[config.mk]
export PLATFORM = sky130hd
export DESIGN_NAME = board_input_debouncer
export DESIGN_NICKNAME = d
export VERILOG_FILES = /design/src/rtl/board_input_debouncer.sv
export SDC_FILE = /design/constraint.sdc
export NUM_CORES = 1
export LEC_CHECK = 0
export BUFFER_PORTS_ARGS = -buffer_cell sky130_fd_sc_hd__buf_2
export CAP_MARGIN = 20
export CORE_MARGIN = 4
export CORE_UTILIZATION = 59
export DETAILED_ROUTE_END_ITERATION = 8
export PLACE_DENSITY = 0.76
export SLEW_MARGIN = 15
export SYNTH_ARGS = -nofsm -noshare
export SYNTH_HDL_FRONTEND = slang
export SYNTH_SLANG_ARGS = --single-unit
[constraint.sdc]
create_clock -name MAX10_CLK1_50 -period 6.8 [get_ports MAX10_CLK1_50]
set_clock_uncertainty 0.1 [all_clocks]
set_input_delay 0.68 -clock MAX10_CLK1_50 [delete_from_list [all_inputs] [get_ports MAX10_CLK1_50]]
set_output_delay 0.68 -clock MAX10_CLK1_50 [all_outputs]
set_load 0.05 [all_outputs]
[src/rtl/board_input_debouncer.sv]
// board_input_debouncer
//   Input conditioner for the DE10-Lite slide switches and push-buttons.
//   Every raw line gets a 2-FF synchroniser and an independent debounce
//   counter; clean levels and one-cycle edge pulses are presented to the
//   consuming LED/display blocks. KEY lines are active-low on the board and
//   are inverted after synchronisation, so all KEY outputs read 1 = pressed.
//   Optional feature macro: KEY_REPEAT_EN adds per-key auto-repeat of
//   KEY_PRESS_PULSE while a key is held.
module board_input_debouncer #(
  parameter int NUM_SW          = 10,
  parameter int NUM_KEY         = 2,
  parameter int DEBOUNCE_CYCLES = 500000,
  parameter int REPEAT_DELAY    = 25000000,
  parameter int REPEAT_PERIOD   = 5000000
) (
  input  logic               MAX10_CLK1_50,
  input  logic               RST,
  input  logic [NUM_SW-1:0]  SW,
  input  logic [NUM_KEY-1:0] KEY,
  output logic [NUM_SW-1:0]  SW_CLEAN,
  output logic [NUM_SW-1:0]  SW_CHANGED,
  output logic [NUM_KEY-1:0] KEY_PRESSED,
  output logic [NUM_KEY-1:0] KEY_PRESS_PULSE,
  output logic [NUM_KEY-1:0] KEY_RELEASE_PULSE
);

  // Switch and key lines share one debounce datapath: SW in the low bits,
  // (inverted) KEY in the high bits.
  localparam int NUM_LINE = NUM_SW + NUM_KEY;
  localparam int CNT_W    = $clog2(DEBOUNCE_CYCLES);
  localparam logic [CNT_W-1:0] CNT_LAST = CNT_W'(DEBOUNCE_CYCLES - 1);

  // A one-cycle debounce window could pulse on consecutive cycles, and the
  // repeat timer is sized from REPEAT_DELAY, so the period must fit in it.
  if (DEBOUNCE_CYCLES < 2) begin : g_bad_debounce
    $error("DEBOUNCE_CYCLES must be at least 2");
  end
  if (REPEAT_DELAY < 2 || REPEAT_PERIOD < 1 || REPEAT_PERIOD > REPEAT_DELAY) begin : g_bad_repeat
    $error("REPEAT_DELAY must be >= 2 and REPEAT_PERIOD in 1..REPEAT_DELAY");
  end

  logic [NUM_SW-1:0]   r_sw_meta;
  logic [NUM_SW-1:0]   r_sw_sync;
  logic [NUM_KEY-1:0]  r_key_meta;
  logic [NUM_KEY-1:0]  r_key_sync;
  logic [NUM_LINE-1:0] w_line_sync;
  logic [NUM_LINE-1:0] r_line_stable;
  logic [NUM_LINE-1:0] r_line_rise;
  logic [NUM_LINE-1:0] r_line_fall;
  logic [CNT_W-1:0]    r_line_cnt [NUM_LINE];
  logic [NUM_KEY-1:0]  w_key_press;

  // Two-flop synchronisers; KEY flops idle at 1 so reset looks like "released".
  always_ff @(posedge MAX10_CLK1_50) begin
    if (RST) begin
      r_sw_meta  <= '0;
      r_sw_sync  <= '0;
      r_key_meta <= '1;
      r_key_sync <= '1;
    end else begin
      r_sw_meta  <= SW;
      r_sw_sync  <= r_sw_meta;
      r_key_meta <= KEY;
      r_key_sync <= r_key_meta;
    end
  end

  assign w_line_sync = {~r_key_sync, r_sw_sync};

  // Per-line debounce: a change is accepted only after DEBOUNCE_CYCLES
  // consecutive samples disagree with the stable level; any bounce back
  // restarts the count. Edge pulses are registered with the new level.
  always_ff @(posedge MAX10_CLK1_50) begin
    if (RST) begin
      r_line_stable <= '0;
      r_line_rise   <= '0;
      r_line_fall   <= '0;
      for (int i = 0; i < NUM_LINE; i++) begin
        r_line_cnt[i] <= '0;
      end
    end else begin
      for (int i = 0; i < NUM_LINE; i++) begin
        r_line_rise[i] <= 1'b0;
        r_line_fall[i] <= 1'b0;
        if (w_line_sync[i] == r_line_stable[i]) begin
          r_line_cnt[i] <= '0;
        end else if (r_line_cnt[i] < CNT_LAST) begin
          r_line_cnt[i] <= r_line_cnt[i] + CNT_W'(1);
        end else begin
          r_line_stable[i] <= w_line_sync[i];
          r_line_cnt[i]    <= '0;
          r_line_rise[i]   <= w_line_sync[i];
          r_line_fall[i]   <= ~w_line_sync[i];
        end
      end
    end
  end

  assign SW_CLEAN          = r_line_stable[NUM_SW-1:0];
  assign SW_CHANGED        = r_line_rise[NUM_SW-1:0] | r_line_fall[NUM_SW-1:0];
  assign KEY_PRESSED       = r_line_stable[NUM_LINE-1:NUM_SW];
  assign KEY_RELEASE_PULSE = r_line_fall[NUM_LINE-1:NUM_SW];
  assign w_key_press       = r_line_rise[NUM_LINE-1:NUM_SW];

`ifdef KEY_REPEAT_EN
  // state      | meaning
  // RPT_IDLE   | key released, waiting for an accepted press
  // RPT_HOLD   | key held, timing the initial REPEAT_DELAY
  // RPT_REPEAT | key held, emitting a pulse every REPEAT_PERIOD
  typedef enum logic [1:0] {
    RPT_IDLE   = 2'd0,
    RPT_HOLD   = 2'd1,
    RPT_REPEAT = 2'd2
  } rpt_state_t;

  localparam int TMR_W = $clog2(REPEAT_DELAY);
  localparam logic [TMR_W-1:0] DELAY_LAST  = TMR_W'(REPEAT_DELAY - 1);
  localparam logic [TMR_W-1:0] PERIOD_LAST = TMR_W'(REPEAT_PERIOD - 1);

  logic [NUM_KEY-1:0] w_rpt_pulse;

  for (genvar k = 0; k < NUM_KEY; k++) begin : g_rpt
    rpt_state_t       r_state;
    rpt_state_t       w_state_nxt;
    logic [TMR_W-1:0] r_tmr;
    logic [TMR_W-1:0] w_tmr_nxt;
    logic             w_pulse;

    // Repeat FSM state and timer registers.
    always_ff @(posedge MAX10_CLK1_50) begin
      if (RST) begin
        r_state <= RPT_IDLE;
        r_tmr   <= '0;
      end else begin
        r_state <= w_state_nxt;
        r_tmr   <= w_tmr_nxt;
      end
    end

    // Next state and repeat pulse; a release in the same cycle wins over a
    // timer expiry so no stray pulse follows the release.
    always_comb begin
      w_state_nxt = r_state;
      w_tmr_nxt   = r_tmr;
      w_pulse     = 1'b0;
      case (r_state)
        RPT_IDLE: begin
          if (w_key_press[k]) begin
            w_state_nxt = RPT_HOLD;
            w_tmr_nxt   = '0;
          end
        end
        RPT_HOLD: begin
          if (KEY_RELEASE_PULSE[k]) begin
            w_state_nxt = RPT_IDLE;
            w_tmr_nxt   = '0;
          end else if (r_tmr == DELAY_LAST) begin
            w_pulse     = 1'b1;
            w_state_nxt = RPT_REPEAT;
            w_tmr_nxt   = '0;
          end else begin
            w_tmr_nxt = r_tmr + TMR_W'(1);
          end
        end
        RPT_REPEAT: begin
          if (KEY_RELEASE_PULSE[k]) begin
            w_state_nxt = RPT_IDLE;
            w_tmr_nxt   = '0;
          end else if (r_tmr == PERIOD_LAST) begin
            w_pulse   = 1'b1;
            w_tmr_nxt = '0;
          end else begin
            w_tmr_nxt = r_tmr + TMR_W'(1);
          end
        end
        default: begin
          w_state_nxt = RPT_IDLE;
          w_tmr_nxt   = '0;
        end
      endcase
    end

    assign w_rpt_pulse[k] = w_pulse;
  end

  assign KEY_PRESS_PULSE = w_key_press | w_rpt_pulse;
`else
  assign KEY_PRESS_PULSE = w_key_press;
`endif

endmodule

==> reports/metrics.cfg, run 1 <==
[layout]
finalInstanceArea_um2=16500
drive_gt1_share_pct=7.35
fin_nets=1635
area_growth_pct=16.6
antenna_cells=0
layout.cells.non_filler=1952

[drt]
viasPerCell=5.04
remaining_drc_errors=0
drtIter0Drc=607
antenna_left=0
vias=9845
wl_per_cell_um=12.3
wl_um=24100
firstDrtPassIters=5

[timing]
finalCritPeriodShare_pct=38.6
worst_pin_slew_ns=0.719
fin_ws_ns=4.18
report.final.slew_viol_count=0
min_period_ns=2.62
hold_violations=0
timing.setup.tns_ns=0
relSlewSlack_pct=51.6
timing.fmax_mhz=381
rsz0062_at_grt=no
setup_violations=0

[yosys]
avgSynthCellArea_um2=10.6
synth.distinct_cells=53
synth_area_leaders=edfxtp_1 48%, dfxtp_1 8.5%, nor2_1 7.3%, xor2_1 6.4%, xnor2_1 5.7%
synth_fa_ha_area_share_pct=1.06
ys_warn_count=0
yosysTopAreaCell=edfxtp_1
synth.most_common_cell=nor2_1
synth-xor-area-share_pct=12.2
seq_area_frac_synth_pct=56.7
synth_common_cells=276 x nor2_1, 228 x edfxtp_1, 104 x xor2_1, 93 x xnor2_1, 83 x nand2_1
netlist.area_leader.share_pct=48.3
syn-cell-area_um2=14200
async_flop_share_pct=0
synth_top_family_by_area=simple AND/OR/NAND/NOR gates
synth_seq_cells=288
synthCells=1339
synthSimpleGateAreaFrac_pct=23.8
synth_ff_type=edfxtp_1
synthMuxAreaShare_pct=0.635
synth_edf_count=228
synth_compound_area_share_pct=3.85

[floorplanning]
initial_core_util_pct=60.3
dieArea_um2=26600
fp-row-count=56
die_width_um=163
core_area_um2=23500
io_pins=40
die_h_um=163

[clocking]
cts_made_buffers=31
clock_path_buffers=3
cts_tree=built
cts_setup_buffers=0
clock_sinks=288
clk_latency_ns=0.56
postCtsHoldBufs=0
htreeDepth=1
cts.clk_slew.worst_paths_ns=0.06
root_buffer=clkbuf_16
cts_resized=0

[critical_path]
setup.worst_path.class=register to register
crit_required_ns=6.98
slowest_stage=or3_1
start_kind=register
path_cells=nand4_1, or4_1, o22ai_1, or3_1, nor2_1
endpoint_kind=register
slowest_delay_ns=0.65
cp_data_arrival_time_ns=2.80
cp_max_fo=19

[place]
place_area_um2=15500
post-place-ws_ns=4.02
dp_hpwl_um=16900
port_buffers=39
dp.cells=1895
gp_congestion=0.794

[global_route]
use_met1_pct=25.4
antenna_found_initial=0
use_met3_pct=3.08
grt_pass1_wl_um=41800
grt_max_degree=44
grtUsageMet2_pct=30.8
busiest_layer=met2
grt_pass1_vias=9463
gr-total-overflow=0
grt_use_total_pct=18.4

[pwr]
cellLeakagePower_uw=0.00613
vdd.ir_drop.worst_v=0.000176
power_per_cell_area_nw_per_um2=232
p_total_uw=3840

[flow_run]
drv_cap=0

[outcome]
outcome=completed

[worst_hold_path]
hold_class=primary input to register

[critical path, delay by kind of cell, from the launching register on]
family	cells	cell delay, ns
simple gates	4	1.40
flops	1	0.42
compound gates	1	0.42
[per-layer routing]
layer,wire length [µm],vias to the layer above
met5,0,-
met1,11200,4604
met2,11500,142
met4,367,0
met3,986,29
li1,-,5070
[kinds of logic after synthesis]
group	count (synthesis)
adders and majority gates	12
AOI/OAI and AO/OA	82
xor gates and xnor gates	197
DFF	288
muxes	9
and+or+nand+nor	694
other	1
buffers and inverters	56
[path summary, 6_finish.rpt]
| path | slack, ns | start | cells after the start | end |
|---|---|---|---|---|
| worst max-delay path | 4.18 | r_line_cnt[0][15] | 5 | r_line_cnt[0][5] |
| worst min-delay path | 0.20 | KEY[0] | 2 | r_key_meta[0] |
| worst max register to register | 4.18 | r_line_cnt[0][15] | 5 | r_line_cnt[0][5] |
| worst min register to register | 0.32 | r_key_meta[1] | 1 | r_key_sync[1] |
[cell type report]
type / instances / area, µm²
Clock buffer: 51 / 996
Fill cell: 1812 / 7000
Sequential cell: 288 / 8050
Timing Repair Buffer: 41 / 210
Clock inverter: 6 / 45.0
Inverter: 25 / 93.8
Tap cell: 319 / 399
Multi-Input combinational cell: 1222 / 6750
[state kept, by name, summed over array words and instances, names as in the netlist]
signal / cells
r_line_cnt: 228
r_sw_meta: 10
r_key_sync: 2
r_key_meta: 2
r_line_stable: 12
r_line_fall: 12
r_sw_sync: 10
r_line_rise: 12
[power breakdown]
group / total (µW) / switching [µW] / internal, µW
registers: 2040 / 69.5 / 1970
clock network: 1660 / 666 / 999
logic: 139 / 83.0 / 56.4
total: 3840 / 819 / 3020
[through the flow]
| step | hold WS [ns] | utilization, % |
|---|---|---|
| 2_1_floorplan | 0.289 | - |
| 3_3_place_gp | 0.299 | 65.8 |
| 3_5_place_dp | 0.296 | 65.8 |
| 4_1_cts | 0.179 | 70.3 |
| 5_1_grt | 0.185 | 70.3 |
| 6_report | 0.202 | 70.3 |
[layout by cell type (no fill, tap or decap), drive strengths merged, types with 22 or more instances in the layout]
master  netlist  routed
edfxtp      228     228
nor2        276     276
conb          1     228
xnor2        93      93
nand3        69      69
nor2b        22      22
and3         47      47
nor3         41      41
or2          24      24
nand2        84      84
nand4        57      57
xor2        104     104
inv          25      26
dfxtp        60      60
buf           8      41
o21ai        23      23
clkbuf       23      51
Note: power is estimated with default switching activity, not from simulation.
==> run 2, diff against run 1 <==
Clock period 6.8 ns to 2.6 ns, I/O delays scaled along.
==> reports/metrics.cfg, run 2 (synthesis gave the netlist of run 1 again) <==
[clocking]
postCtsHoldBufs=12  ; was 0
root_buffer=clkbuf_16  ; unchanged
cts_tree=built  ; unchanged
htreeDepth=1  ; unchanged
cts_resized=0  ; unchanged
cts_made_buffers=30  ; was 31
clk_latency_ns=0.54  ; was 0.56 ns
clock_path_buffers=3  ; unchanged
cts_setup_buffers=0  ; unchanged
clock_sinks=288  ; unchanged
cts.clk_slew.worst_paths_ns=0.06  ; about the same

[critical_path]
crit_family=simple AND/OR/NAND/NOR gates  ; unchanged
crit_required_ns=2.88  ; was 6.98 ns
cp_data_arrival_time_ns=2.72  ; was 2.80 ns
slowest_delay_ns=0.65  ; about the same
start_kind=register  ; unchanged
path_cells=or4_1, a21oi_1, o22ai_1, or3_1, nor2_1  ; was nand4_1, or4_1, o22ai_1, or3_1, nor2_1
slowest_stage=or3_1  ; unchanged
cp_max_fo=19  ; unchanged
setup.worst_path.class=register to register  ; unchanged
endpoint_kind=register  ; unchanged
path_buf_inv=0  ; unchanged

[drt]
vias=9990  ; was 9845
antenna_left=0  ; unchanged
firstDrtPassIters=5  ; unchanged
wl_per_cell_um=12.6  ; was 12.3 µm
wl_um=24800  ; was 24100 µm
remaining_drc_errors=0  ; unchanged
drtIter0Drc=599  ; was 607
viasPerCell=5.06  ; was 5.04

[outcome]
outcome=completed  ; unchanged

[timing]
rsz0062_at_grt=no  ; unchanged
setup_violations=0  ; unchanged
report.final.slew_viol_count=0  ; unchanged
min_period_ns=2.44  ; was 2.62 ns
timing.setup.tns_ns=0  ; unchanged
timing.fmax_mhz=410  ; was 381 MHz
relSlewSlack_pct=56.4  ; was 51.6%
worst_pin_slew_ns=0.648  ; was 0.719 ns
finalCritPeriodShare_pct=93.8  ; was 38.6%
hold_violations=0  ; unchanged

[layout]
area_growth_pct=18.2  ; was 16.6%
largest_register=r_line_cnt  ; unchanged
layout_common_cells=276 x nor2_1, 228 x edfxtp_1, 228 x conb_1, 104 x xor2_1, 93 x xnor2_1  ; unchanged
fin_nets=1657  ; was 1635
layout.cells.non_filler=1974  ; was 1952
final_common_cell=nor2_1  ; unchanged
antenna_cells=0  ; unchanged
drive_gt1_share_pct=7.79  ; was 7.35%
largest_reg_flops=228  ; unchanged

[global_route]
grt_use_total_pct=19.2  ; was 18.4%
grt_pass1_vias=9703  ; was 9463
gr-total-overflow=0  ; unchanged
grt_pass1_wl_um=43400  ; was 41800 µm
grt_max_degree=27  ; was 44
antenna_found_initial=0  ; unchanged

[floorplanning]
die_width_um=163  ; unchanged
io_pins=40  ; unchanged
core_area_um2=23500  ; unchanged
die_h_um=163  ; unchanged
dieArea_um2=26600  ; unchanged
initial_core_util_pct=60.3  ; unchanged
fp-row-count=56  ; unchanged

[worst_hold_path]
hold_class=primary input to register  ; unchanged

[pwr]
cellLeakagePower_uw=0.00624  ; was 0.00613 µW
power_per_cell_area_nw_per_um2=606  ; was 232 nW/µm²
vdd.ir_drop.worst_v=0.000493  ; was 0.000176 V

[place]
gp_congestion=0.799  ; was 0.794
port_buffers=39  ; unchanged
dp.cells=1906  ; was 1895
dp_hpwl_um=17400  ; was 16900 µm

[flow_run]
drv_cap=0  ; unchanged

[run 2: final timing paths]
| check | start | slack [ns] | to | cells past startpoint |
|---|---|---|---|---|
| max | r_line_cnt[0][11] | 0.16 | r_line_cnt[0][13] | 5 |
| min | RST | 0.03 | r_line_stable[9] | 2 |
| max reg2reg | r_line_cnt[0][11] | 0.16 | r_line_cnt[0][13] | 5 |
| min reg2reg | r_key_meta[1] | 0.33 | r_key_sync[1] | 1 |
[run 2: layer usage]
layer | track usage (%) | wire length [µm] | share of wire [%] | up-vias
li1 | - | - | - | 5109
met1 | 25.8 | 11300 | 46 | 4728
met2 | 33.5 | 12300 | 50 | 115
met3 | 2.55 | 675 | 2.7 | 38
met4 | 4.57 | 516 | 2.1 | 0
met5 | 0 | 0 | 0 | -
[run 2: metrics by stage]
step           cell area (µm²)  worst slack (ns)  total power [µW]  hold WS (ns)  util, %
2_1_floorplan            15000             0.432              5670         0.264        -
3_3_place_gp             15600             0.253              5760         0.310     66.2
3_5_place_dp             15600             0.153              5780         0.311     66.2
4_1_cts                  16800             0.138             10300        0.0167     71.3
5_1_grt                  16800            0.0189             10600        0.0408     71.3
6_report                 16800             0.161             10200        0.0298     71.3
[run 2: worst reg2reg max path, delay by kind of cell (launching register included)]
family           cells  cell delay (ns)
AO/OA/AOI/OAI        2             0.29
AND/OR/NAND/NOR      3             1.42
flip-flops           1             0.47
[run 2: layout make-up]
cell class	instances	area, µm²
clock buffer	52	1020
clock inverter	4	43.8
fill	1782	6770
inverter	25	93.8
multi-input combinational	1222	6750
sequential	288	8050
tap	319	399
timing repair buffer	64	425
[run 2: power breakdown]
part           total [µW]  internal [µW]  switching (µW)
clock network        4460           2750            1710
registers            5320           5140             181
logic                 390            167             223
==> run 3, diff against run 2 <==
Settings changed: CTS_BUF_LIST from default to sky130_fd_sc_hd__clkbuf_4.
Clock period 2.6 ns to 2.4 ns, I/O delays scaled along.
==> reports/metrics.cfg, run 3 (synthesis gave the netlist of run 1 again) <==
[drt]
wl_per_cell_um=11.8  ; was 12.6 µm
wl_um=24500  ; was 24800 µm
antenna_left=0  ; unchanged
vias=10306  ; was 9990
firstDrtPassIters=5  ; unchanged
viasPerCell=4.96  ; was 5.06
drtIter0Drc=511  ; was 599
remaining_drc_errors=0  ; unchanged

[layout]
largest_reg_flops=228  ; unchanged
fin_nets=1721  ; was 1657
drive_gt1_share_pct=12.6  ; was 7.79%
layout_common_cells=276 x nor2_1, 228 x edfxtp_1, 228 x conb_1, 122 x clkbuf_4, 104 x xor2_1  ; was 276 x nor2_1, 228 x edfxtp_1, 228 x conb_1, 104 x xor2_1, 93 x xnor2_1
final_common_cell=nor2_1  ; unchanged
largest_register=r_line_cnt  ; unchanged
area_growth_pct=19.7  ; was 18.2%
final_util_pct=72.1  ; was 71.3%

[timing]
relSlewSlack_pct=59.9  ; was 56.4%
worst_pin_slew_ns=0.600  ; was 0.648 ns
timing.fmax_mhz=447  ; was 410 MHz
finalCritPeriodShare_pct=93.3  ; was 93.8%
rsz0062_at_grt=no  ; unchanged
hold_violations=0  ; unchanged
report.final.slew_viol_count=0  ; unchanged
timing.setup.tns_ns=0  ; unchanged
min_period_ns=2.24  ; was 2.44 ns
setup_violations=0  ; unchanged

[critical_path]
r2r_start=r_line_cnt[0][2]  ; was r_line_cnt[0][11]
setup.worst_path.class=register to register  ; unchanged
rrSetupSlack_ns=0.16  ; about the same
endpoint_kind=register  ; unchanged
cp_max_fo=19  ; unchanged
reg2regPathDepth=6  ; was 5
r2r_end=r_line_cnt[0][17]  ; was r_line_cnt[0][13]
start_kind=register  ; unchanged
cp_data_arrival_time_ns=2.65  ; was 2.72 ns
crit_required_ns=2.81  ; was 2.88 ns

[floorplanning]
initial_core_util_pct=60.3  ; unchanged
io_pins=40  ; unchanged
core_area_um2=23500  ; unchanged
die_h_um=163  ; unchanged
dieArea_um2=26600  ; unchanged
fp-row-count=56  ; unchanged
die_width_um=163  ; unchanged

[place]
port_buffers=39  ; unchanged
gp_congestion=0.821  ; was 0.799
dp_hpwl_um=16900  ; was 17400 µm

[global_route]
grt_pass1_wl_um=43300  ; was 43400 µm
grt_use_total_pct=19.3  ; was 19.2%
grt_pass1_vias=10214  ; was 9703
gr-total-overflow=0  ; unchanged
antenna_found_initial=1  ; was 0
grt_max_degree=73  ; was 27

[worst_hold_path]
whs_path_depth=3  ; was 2
min_to=r_key_meta[1]  ; was r_line_stable[9]
hold_start=KEY[1]  ; was RST
hold_class=primary input to register  ; unchanged

[clocking]
htreeDepth=3  ; was 1
root_buffer=clkbuf_4  ; was clkbuf_16
cts_resized=0  ; unchanged
clock_path_buffers=3  ; unchanged
clock_sinks=288  ; unchanged
cts.clk_slew.worst_paths_ns=0.06  ; about the same
clk_latency_ns=0.69  ; was 0.54 ns
cts_tree=built  ; unchanged
cts_made_buffers=75  ; was 30

[pwr]
vdd.ir_drop.worst_v=0.000530  ; was 0.000493 V
cellLeakagePower_uw=0.00646  ; was 0.00624 µW
power_per_cell_area_nw_per_um2=639  ; was 606 nW/µm²
p_total_uw=10900  ; was 10200 µW

[flow_run]
drv_cap=0  ; unchanged

[outcome]
outcome=completed  ; unchanged

==> run 3: metrics by stage <==
step / instance area (µm²) / instances / setup WS (ns) / hold slack (ns)
after floorplan: 15000 / 1566 / 0.232 / 0.244
after global placement: 15700 / 1915 / 0.229 / 0.310
after detailed placement: 15700 / 1915 / 0.142 / 0.302
after CTS: 17000 / 2077 / 0.132 / 0.118
after global routing: 17000 / 2078 / 0.0197 / 0.120
final: 17000 / 2078 / 0.161 / 0.188
==> run 3: report_power, final <==
| group | internal, µW | leakage, µW | total (µW) | switching (µW) |
|---|---|---|---|---|
| registers | 5570 | 0.00284 | 5760 | 193 |
| logic | 191 | 0.00297 | 434 | 243 |
| clock network | 2740 | 0.000646 | 4660 | 1920 |
| total | 8500 | 0.00646 | 10900 | 2360 |
==> run 3: routing by layer <==
metal / wire [µm] / global-route usage (%)
met2: 12200 / 33.0
met5: 0 / 0
met1: 11000 / 24.1
met4: 481 / 7.43
met3: 874 / 4.04
==> run 3: repair_timing <==
action | in CTS | in global routing
setup endpoints to repair | 0 | 0
hold endpoints to repair | 46 | 0
hold buffers | 22 | 0
buffers inserted | 0 | 0
==> run 3: how the worst max path moves through the flow <==
| stage | from | end | slack (ns) | cells past startpoint |
|---|---|---|---|---|
| after global placement | r_line_cnt[0][12] | r_line_cnt[0][12] | 0.23 | 6 |
| after detailed placement | r_line_cnt[0][2] | r_line_cnt[0][17] | 0.14 | 6 |
| after floorplan | r_line_cnt[0][11] | r_line_cnt[0][11] | 0.23 | 7 |
| final | r_line_cnt[0][2] | r_line_cnt[0][17] | 0.16 | 6 |
| after CTS | r_line_cnt[0][2] | r_line_cnt[0][17] | 0.13 | 6 |
| after global routing | r_line_cnt[0][2] | r_line_cnt[0][17] | 0.02 | 6 |
==> run 3: final cells by class <==
class | count | area, µm²
timing repair buffer | 83 | 593
clock inverter | 18 | 184
tap | 319 | 399
antenna | 1 | 2.50
fill | 1790 | 6560
inverter | 25 | 93.8
clock buffer | 122 | 916
multi-input combinational | 1222 | 6750
sequential | 288 | 8050
==> run 3: worst max-delay path: stages, from the launching register on <==
cell and delay, ns:
edfxtp_1 0.45, and4_1 0.28, a2111oi_4 0.36, o22ai_1 0.20, or3_1 0.37, buf_4 0.20
nor2_1 0.13
